===== src/rtl/gen_ctrl_pkg.sv =====
// gen_ctrl_pkg: shared types and constants for the sequence-generator controller
package gen_ctrl_pkg;
    typedef enum logic [1:0] {
        IDLE  = 2'd0,
        PRIME = 2'd1,
        RUN   = 2'd2,
        DONE  = 2'd3
    } ctrl_state_t;
    localparam int NSRC = 4;
    localparam logic [1:0] SRC_MOORE_NP = 2'd0;
    localparam logic [1:0] SRC_MEALY_NP = 2'd1;
    localparam logic [1:0] SRC_MOORE_P  = 2'd2;
    localparam logic [1:0] SRC_MEALY_P  = 2'd3;
endpackage


===== src/rtl/gen_bit_cnt.sv =====
// gen_bit_cnt: loadable remaining-bit down-counter plus ones accumulator
// Ports: clk, nres (async active-low); load copies len into rem and clears ones;
//        en decrements rem and adds din to ones; rem/ones are the live counts.
module gen_bit_cnt #(
    parameter int LEN_W = 8
) (
    input  logic             clk,
    input  logic             nres,
    input  logic             load,
    input  logic             en,
    input  logic             din,
    input  logic [LEN_W-1:0] len,
    output logic [LEN_W-1:0] rem,
    output logic [LEN_W-1:0] ones
);
    always_ff @(posedge clk or negedge nres) begin
        if (!nres) begin
            rem  <= '0;
            ones <= '0;
        end else if (load) begin
            rem  <= len;
            ones <= '0;
        end else if (en) begin
            rem  <= rem - 1'b1;
            ones <= ones + {{(LEN_W-1){1'b0}}, din};
        end
    end
endmodule


===== src/rtl/gen_seq_ctrl.sv =====
// gen_seq_ctrl: restarts the generators, then streams len bits of one selected source
// Ports: clk, nres (async active-low); start/src_sel/len request a run, abort ends it;
//        gen_bits are the generator outputs, gen_nres restarts them (low in PRIME);
//        sout/svalid carry the stream, busy/done/aborted/ones_cnt report status.
module gen_seq_ctrl
    import gen_ctrl_pkg::*;
#(
    parameter int LEN_W = 8
) (
    input  logic             clk,
    input  logic             nres,
    input  logic             start,
    input  logic [1:0]       src_sel,
    input  logic [LEN_W-1:0] len,
    input  logic             abort,
    input  logic [NSRC-1:0]  gen_bits,
    output logic             gen_nres,
    output logic             sout,
    output logic             svalid,
    output logic             busy,
    output logic             done,
    output logic             aborted,
    output logic [LEN_W-1:0] ones_cnt
);
    ctrl_state_t      state, nxt;
    logic [1:0]       sel_q;
    logic [LEN_W-1:0] rem;
    logic             go;

    assign go     = (state == IDLE) && start;
    assign svalid = (state == RUN);
    assign sout   = svalid & gen_bits[sel_q];
    assign busy   = (state != IDLE);
    assign done   = (state == DONE);

    // abort wins over the last-bit exit in RUN
    always_comb begin
        nxt = state == IDLE  ? (start ? (len != '0 ? PRIME : DONE) : IDLE) :
              state == PRIME ? (abort ? DONE : RUN) :
              state == RUN   ? ((abort || rem == LEN_W'(1)) ? DONE : RUN) :
                               IDLE;
    end

    // gen_nres is registered from the next state so it is glitch-free and low exactly in PRIME
    always_ff @(posedge clk or negedge nres) begin
        if (!nres) begin
            state    <= IDLE;
            gen_nres <= 1'b1;
            sel_q    <= '0;
            aborted  <= 1'b0;
        end else begin
            state    <= nxt;
            gen_nres <= (nxt != PRIME);
            if (go && len != '0) sel_q <= src_sel;
            aborted  <= go ? 1'b0 : (abort && (state == PRIME || state == RUN)) ? 1'b1 : aborted;
        end
    end

    // the bit on an abort cycle is shown but not counted
    gen_bit_cnt #(.LEN_W(LEN_W)) u_cnt (
        .clk  (clk),
        .nres (nres),
        .load (go),
        .en   (svalid && !abort),
        .din  (sout),
        .len  (len),
        .rem  (rem),
        .ones (ones_cnt)
    );
endmodule

===== config.mk =====
export PLATFORM = sky130hd
export DESIGN_NAME = gen_seq_ctrl
export DESIGN_NICKNAME = d
export VERILOG_FILES = /design/src/rtl/gen_ctrl_pkg.sv /design/src/rtl/gen_bit_cnt.sv /design/src/rtl/gen_seq_ctrl.sv
export SDC_FILE = /design/constraint.sdc
export NUM_CORES = 1
export LEC_CHECK = 0
export ABC_CLOCK_PERIOD_IN_PS = 5750
export CAP_MARGIN = 20
export CORE_MARGIN = 5
export CORE_UTILIZATION = 50
export DETAILED_ROUTE_END_ITERATION = 16
export PLACE_DENSITY = 0.87
export SLEW_MARGIN = 5
export SYNTH_ARGS = -nofsm -noshare
export SYNTH_HDL_FRONTEND = slang
export SYNTH_SLANG_ARGS = --single-unit

===== constraint.sdc =====
create_clock -name clk -period 5.75 [get_ports clk]
set_clock_uncertainty 0.2 [all_clocks]
set_input_delay 1.15 -clock clk [delete_from_list [all_inputs] [get_ports clk]]
set_output_delay 1.15 -clock clk [all_outputs]
set_load 0.005 [all_outputs]

==> results of run 1 <==
-- layout make-up --
type,count,area (µm²),area share
Multi-Input combinational cell,92,647,0.395
Sequential cell,22,552,0.337
Inverter,6,22.5,0.0138
Timing Repair Buffer,32,325,0.199
Clock buffer,3,22.5,0.0138
Tap cell,30,37.5,0.0229
Clock inverter,1,30.0,0.0183
-- worst max-delay path: stages --
cell and delay, ps:
clkdlybuf4s50_1 400, mux4_2 440, and2_1 200, clkdlybuf4s50_1 450
-- Yosys cell counts, drive strengths merged, types with 3 or more instances --
library cell | count | area share
a21oi | 7 | 0.028
dfrtp | 21 | 0.43
mux2 | 3 | 0.027
ha | 8 | 0.081
or3 | 6 | 0.030
nand3 | 3 | 0.012
nor2 | 10 | 0.030
or4 | 4 | 0.024
nor4 | 3 | 0.015
a31oi | 4 | 0.020
clkbuf | 3 | 0.0091
o21ai | 8 | 0.032
inv | 6 | 0.018
nand3b | 4 | 0.024
and2 | 3 | 0.015
nand2 | 7 | 0.021
-- metrics by stage --
step / hold WS [ps] / setup slack (ps) / std cells / util
after floorplan: 286 / 2620 / 123 / -
after global placement: 293 / 1760 / 181 / 0.651
after detailed placement: 297 / 1750 / 181 / 0.651
after CTS: 333 / 1750 / 185 / 0.673
after global routing: 392 / 1710 / 186 / 0.679
final: 330 / 1760 / 186 / 0.679
-- routing by layer --
layer	wire length (µm)	up-vias	GRT usage
li1	-	526	-
met1	1230	527	0.213
met2	1500	26	0.318
met3	120	5	0.0305
met4	40	0	0.0665
met5	0	-	0
-- registers in the layout (all words and copies together) (netlist names) --
register    count
u_cnt.ones      8
aborted         1
u_cnt.rem       8
sel_q           2
gen_nres        1
state           2
-- cells in the final DEF (no fill, tap or decap), types with 2 or more instances in the layout --
cell type        count
nand4_1              2
nand2_1              7
a31oi_1              4
a21oi_1              7
nand4b_1             2
clkdlybuf4s50_1     31
dfrtp_1             21
clkbuf_4             3
nand3_1              3
nand3b_1             4
xor2_1               2
or4_1                4
or3_1                6
ha_1                 8
mux2_2               3
inv_1                6
o21ai_0              8
nor2_1              10
and2_1               3
o211ai_1             2
o31ai_1              2
nor4_1               3
-- path summary, 6_finish.rpt --
kind | from | to | slack, ps | cells after the start
max in group asynchronous | nres | gen_nres$_DFF_PN1_ | 3900 | 2
hold / removal | aborted$_DFFE_PN0P_ | aborted$_DFFE_PN0P_ | 330 | 2
setup / recovery | gen_bits[0] | sout | 1760 | 4
hold reg to reg | aborted$_DFFE_PN0P_ | aborted$_DFFE_PN0P_ | 330 | 2
setup reg to reg | state[0]$_DFF_PN0_ | u_cnt.ones[5]$_DFFE_PN0P_ | 3410 | 7
min in group asynchronous | nres | u_cnt.rem[4]$_DFFE_PN0P_ | 910 | 1
-- power by group through the flow --
stage | sequential (W) | combinational [W] | clock [W]
2_1_floorplan | 0.000239 | 0.000148 | 0
3_3_place_gp | 0.000248 | 0.000214 | 0
3_5_place_dp | 0.000251 | 0.000227 | 0
4_1_cts | 0.000248 | 0.000228 | 0.000122
5_1_grt | 0.000256 | 0.000257 | 0.000129
6_report | 0.000248 | 0.000228 | 0.000123
-- cells by family (layout without fill, tap and decap cells) --
group / after synthesis / after routing / share of synthesized area
flops: 22 / 22 / 0.448
buf+inv: 9 / 42 / 0.0274
mux: 5 / 5 / 0.0538
fa+ha+maj: 8 / 8 / 0.0812
simple gates: 49 / 49 / 0.233
xor+xnor: 3 / 3 / 0.0213
compound gates: 27 / 27 / 0.136
==> flow_metrics.py, run 1 <==
metrics = {
    "run_status": {
        "status": "completed",
    },
    "sta": {
        "finalCritPeriodShare": 0.694,
        "period_needed_ps": 3990,
        "finalMaxSlewViolations": 0,
        "rsz0062_at_grt": "false",
        "finalSetupViolCount": 0,
        "hold_viol_final": 0,
        "timing.fmax_mhz": 250,
        "tightest_slew_ps": 656,
        "slew_headroom": 0.563,
        "tns_ps": 0,
    },
    "worst_setup_path": {
        "critPathMaxFanout": 3,
        "cp-start-kind": "primary input",
        "cp-end-kind": "primary output",
        "arrival_ps": 2640,
        "setup.worst_path.class": "in2out",
        "crit_required_ps": 4400,
    },
    "clocking": {
        "cts_buffers": 3,
        "clk_latency_ps": 330,
        "root_buffer": "clkbuf_4",
        "clk_path_buf_depth": 2,
        "htreeDepth": 1,
        "cts_resized": 0,
        "hold_buffers": 0,
        "clk_pin_slew_worst_paths_ps": 140,
        "clock-sinks": 22,
        "cts_setup_buffers": 0,
        "cts_tree": "yes",
    },
    "layout": {
        "nNetsFinal": 183,
        "area_growth_pct": 32.8,
        "n_antenna_cell": 0,
        "drive_gt1_frac": 0.0769,
        "n_fill_cell": 186,
        "fin_area_um2": 1640,
    },
    "global_routing": {
        "antenna_found_initial": 0,
        "grt-ovfl-total": 0,
        "grt_pass1_wl_um": 4900,
        "grt_pass1_vias": 1146,
        "grt_usage": 0.179,
        "grt_max_degree": 23,
    },
    "die": {
        "start_util": 0.511,
        "ios": 32,
        "core-area_um2": 2410,
        "dieArea_um2": 3560,
        "die_height_um": 59.6,
        "std_cell_rows": 18,
        "die_w_um": 59.6,
    },
    "power": {
        "ir_worst_vdd_mv": 0.287,
        "p_int_w": 0.000393,
        "clkPwrFrac": 0.205,
        "pwr-share-comb": 0.380,
        "powerDensity_nw_per_um2": 366,
        "total_power_w": 0.000599,
        "seqPwrFrac": 0.415,
        "power.share.switching": 0.344,
        "p_leak_nw": 0.661,
        "p_sw_w": 0.000206,
    },
    "detailed_routing": {
        "drcViolationCount": 0,
        "antenna_left": 0,
        "drt-wirelength-per-cell_um": 15.5,
        "drtIter0Drc": 18,
        "detail_route.vias_per_cell": 5.83,
        "vias": 1084,
        "wl_um": 2890,
        "firstDrtPassIters": 4,
    },
    "logic_synthesis": {
        "yosysUniqueCellTypes": 34,
        "ys_seq_area_frac": 0.448,
        "ys_warn_count": 0,
        "yosys_most_used_dff": "dfrtp_1",
        "synth_edf_count": 0,
        "netlist_area_um2": 1230,
        "postSynthAreaPerCell_um2": 10.0,
        "synthArstFlopShare": 1.00,
        "ys_seq_elements": 22,
        "synth_cells": 123,
        "syn_nets": 149,
    },
    "job": {
        "drv_cap": 0,
    },
    "placement": {
        "place.port_buffers": 31,
        "place_area_um2": 1570,
        "globalplace.congestion": 0.846,
        "dp_hpwl_um": 2190,
    },
    "worst_hold_path": {
        "min_path_type": "reg2reg",
    },
}
(Power assumes the default switching activity.)
==> inputs of run 2 (changes only) <==
--- a/config.mk
+++ b/config.mk
@@ -5,12 +5,12 @@
 export SDC_FILE = /design/constraint.sdc
 export NUM_CORES = 1
 export LEC_CHECK = 0
-export ABC_CLOCK_PERIOD_IN_PS = 5750
+export ABC_CLOCK_PERIOD_IN_PS = 4000
 export CAP_MARGIN = 20
 export CORE_MARGIN = 5
-export CORE_UTILIZATION = 50
+export CORE_UTILIZATION = 48
 export DETAILED_ROUTE_END_ITERATION = 16
-export PLACE_DENSITY = 0.87
+export PLACE_DENSITY = 0.84
 export SLEW_MARGIN = 5
 export SYNTH_ARGS = -nofsm -noshare
 export SYNTH_HDL_FRONTEND = slang
==> constraint.sdc (replaced) <==
create_clock -name clk -period 4 [get_ports clk]
set_clock_uncertainty 0.2 [all_clocks]
set_input_delay 0.8 -clock clk [delete_from_list [all_inputs] [get_ports clk]]
set_output_delay 0.8 -clock clk [all_outputs]
set_load 0.005 [all_outputs]
==> run 2 against run 1 <==
  * Critical path depth unchanged
  * Global-route usage decreased by 0.49 points
  * Sequential share of layout area increased by 0.55 points
  * Largest cell class unchanged
==> flow_metrics.py, run 2 (synthesis gave the netlist of run 1 again) <==
metrics = {
    "die": {
        "start_util": 0.497,
        "die_height_um": 60.7,
        "std_cell_rows": 18,
        "dieArea_um2": 3680,
        "core-area_um2": 2480,
        "die_w_um": 60.7,
        "ios": 32,
    },
    "power": {
        "power.share.switching": 0.369,
        "pwr-share-comb": 0.415,
        "ir_worst_vdd_mv": 0.384,
        "p_leak_nw": 0.648,
        "clkPwrFrac": 0.135,
        "p_sw_w": 0.000294,
        "powerDensity_nw_per_um2": 495,
        "p_int_w": 0.000503,
        "seqPwrFrac": 0.450,
    },
    "sta": {
        "tns_ps": 0,
        "tightest_slew_ps": 664,
        "timing.fmax_mhz": 303,
        "period_needed_ps": 3300,
        "hold_viol_final": 0,
        "rsz0062_at_grt": "false",
        "finalSetupViolCount": 0,
        "slew_headroom": 0.558,
        "finalCritPeriodShare": 0.824,
        "finalMaxSlewViolations": 0,
    },
    "placement": {
        "place.port_buffers": 31,
        "globalplace.congestion": 0.806,
        "dp_hpwl_um": 2240,
    },
    "detailed_routing": {
        "drtIter0Drc": 39,
        "antenna_left": 0,
        "vias": 1114,
        "detail_route.vias_per_cell": 5.99,
        "wl_um": 2900,
        "drt-wirelength-per-cell_um": 15.6,
        "drcViolationCount": 0,
        "firstDrtPassIters": 4,
    },
    "layout": {
        "nNetsFinal": 183,
        "regArea_um2": 552,
        "reg_top3": "u_cnt.ones: 8 flops, u_cnt.rem: 8 flops",
        "drive_gt1_frac": 0.0705,
        "final_common_cell": "clkdlybuf4s50_1",
        "post-route-util": 0.650,
        "area_growth_pct": 30.7,
        "final_cell_mix": "clkdlybuf4s50_1 (31), dfrtp_1 (21), nor2_1 (10)",
        "n_fill_cell": 226,
        "multi_input_comb_area_um2": 647,
        "n_antenna_cell": 0,
    },
    "worst_setup_path": {
        "setup.worst_path.class": "in2out",
        "path_cells": "clkdlybuf4s50_1 > mux4_2 > and2_1 > clkdlybuf4s50_1",
        "crit_slowest_cell": "mux4_2",
        "crit_required_ps": 3000,
        "path_common_cell": "clkdlybuf4s50_1",
        "arrival_ps": 2300,
        "cp-end-kind": "primary output",
        "critical-path-max-stage-delay_ps": 450,
        "critPathMaxFanout": 3,
        "cp-start-kind": "primary input",
    },
    "clocking": {
        "clk_pin_slew_worst_paths_ps": 120,
        "clock-sinks": 22,
        "cts_buffers": 3,
        "htreeDepth": 1,
        "cts_tree": "yes",
        "cts_resized": 0,
        "clk_latency_ps": 320,
        "cts_setup_buffers": 0,
        "hold_buffers": 0,
        "clk_path_buf_depth": 2,
        "root_buffer": "clkbuf_4",
    },
    "global_routing": {
        "grt-ovfl-total": 0,
        "grt_pass1_wl_um": 4800,
        "grt_usage": 0.174,
        "antenna_found_initial": 0,
        "grt_max_degree": 23,
        "grt_pass1_vias": 1120,
    },
    "run_status": {
        "status": "completed",
    },
    "job": {
        "drv_cap": 0,
    },
    "worst_hold_path": {
        "min_path_type": "reg2reg",
    },
}
-- run 2: per-stage QoR --
step | worst slack [ps] | std cells | total power [W] | area, µm² | hold slack (ps)
floorplan | 1570 | 123 | 0.000557 | 1230 | 286
global placement | 715 | 181 | 0.000668 | 1570 | 292
detailed placement | 696 | 181 | 0.000689 | 1570 | 319
CTS | 696 | 185 | 0.000797 | 1600 | 348
global route | 658 | 186 | 0.000859 | 1610 | 366
finish | 705 | 186 | 0.000797 | 1610 | 343
-- run 2: power by group through the flow --
stage               combinational, W  clock [W]  sequential [W]
finish                      0.000331   0.000107        0.000359
global route                0.000366   0.000124        0.000369
CTS                         0.000330   0.000111        0.000357
detailed placement          0.000328          0        0.000361
global placement            0.000312          0        0.000356
floorplan                   0.000213          0        0.000343
-- run 2: layout make-up --
| cell class | instances | share of cell area |
|---|---|---|
| clock buffers | 4 | 0.0163 |
| inverters | 6 | 0.0140 |
| multi-input cells | 92 | 0.402 |
| flip-flops and latches | 22 | 0.343 |
| well taps | 30 | 0.0233 |
| repair buffers | 32 | 0.202 |
-- run 2: path summary, 6_finish.rpt --
path / slack (ps) / start / cells past startpoint / endpoint
setup / recovery: 700 / gen_bits[3] / 4 / sout
hold / removal: 340 / sel_q[1]$_DFFE_PN0P_ / 1 / sel_q[1]$_DFFE_PN0P_
max in group asynchronous: 2480 / nres / 2 / gen_nres$_DFF_PN1_
min in group asynchronous: 590 / nres / 1 / u_cnt.ones[3]$_DFFE_PN0P_
setup reg to reg: 1600 / state[0]$_DFF_PN0_ / 7 / u_cnt.ones[6]$_DFFE_PN0P_
hold reg to reg: 340 / sel_q[1]$_DFFE_PN0P_ / 1 / sel_q[1]$_DFFE_PN0P_
-- run 2: worst max-delay path, delay by kind of cell --
kind          cells  cell delay, ps
buf+inv           2             840
simple gates      1             200
mux               1             450
-- run 2: per-layer routing --
layer / track usage / up-vias / routed length, µm
met4: 0.0898 / 0 / 62
met1: 0.205 / 543 / 1190
met5: 0 / - / 0
met3: 0.0404 / 7 / 193
li1: - / 519 / -
met2: 0.295 / 45 / 1450
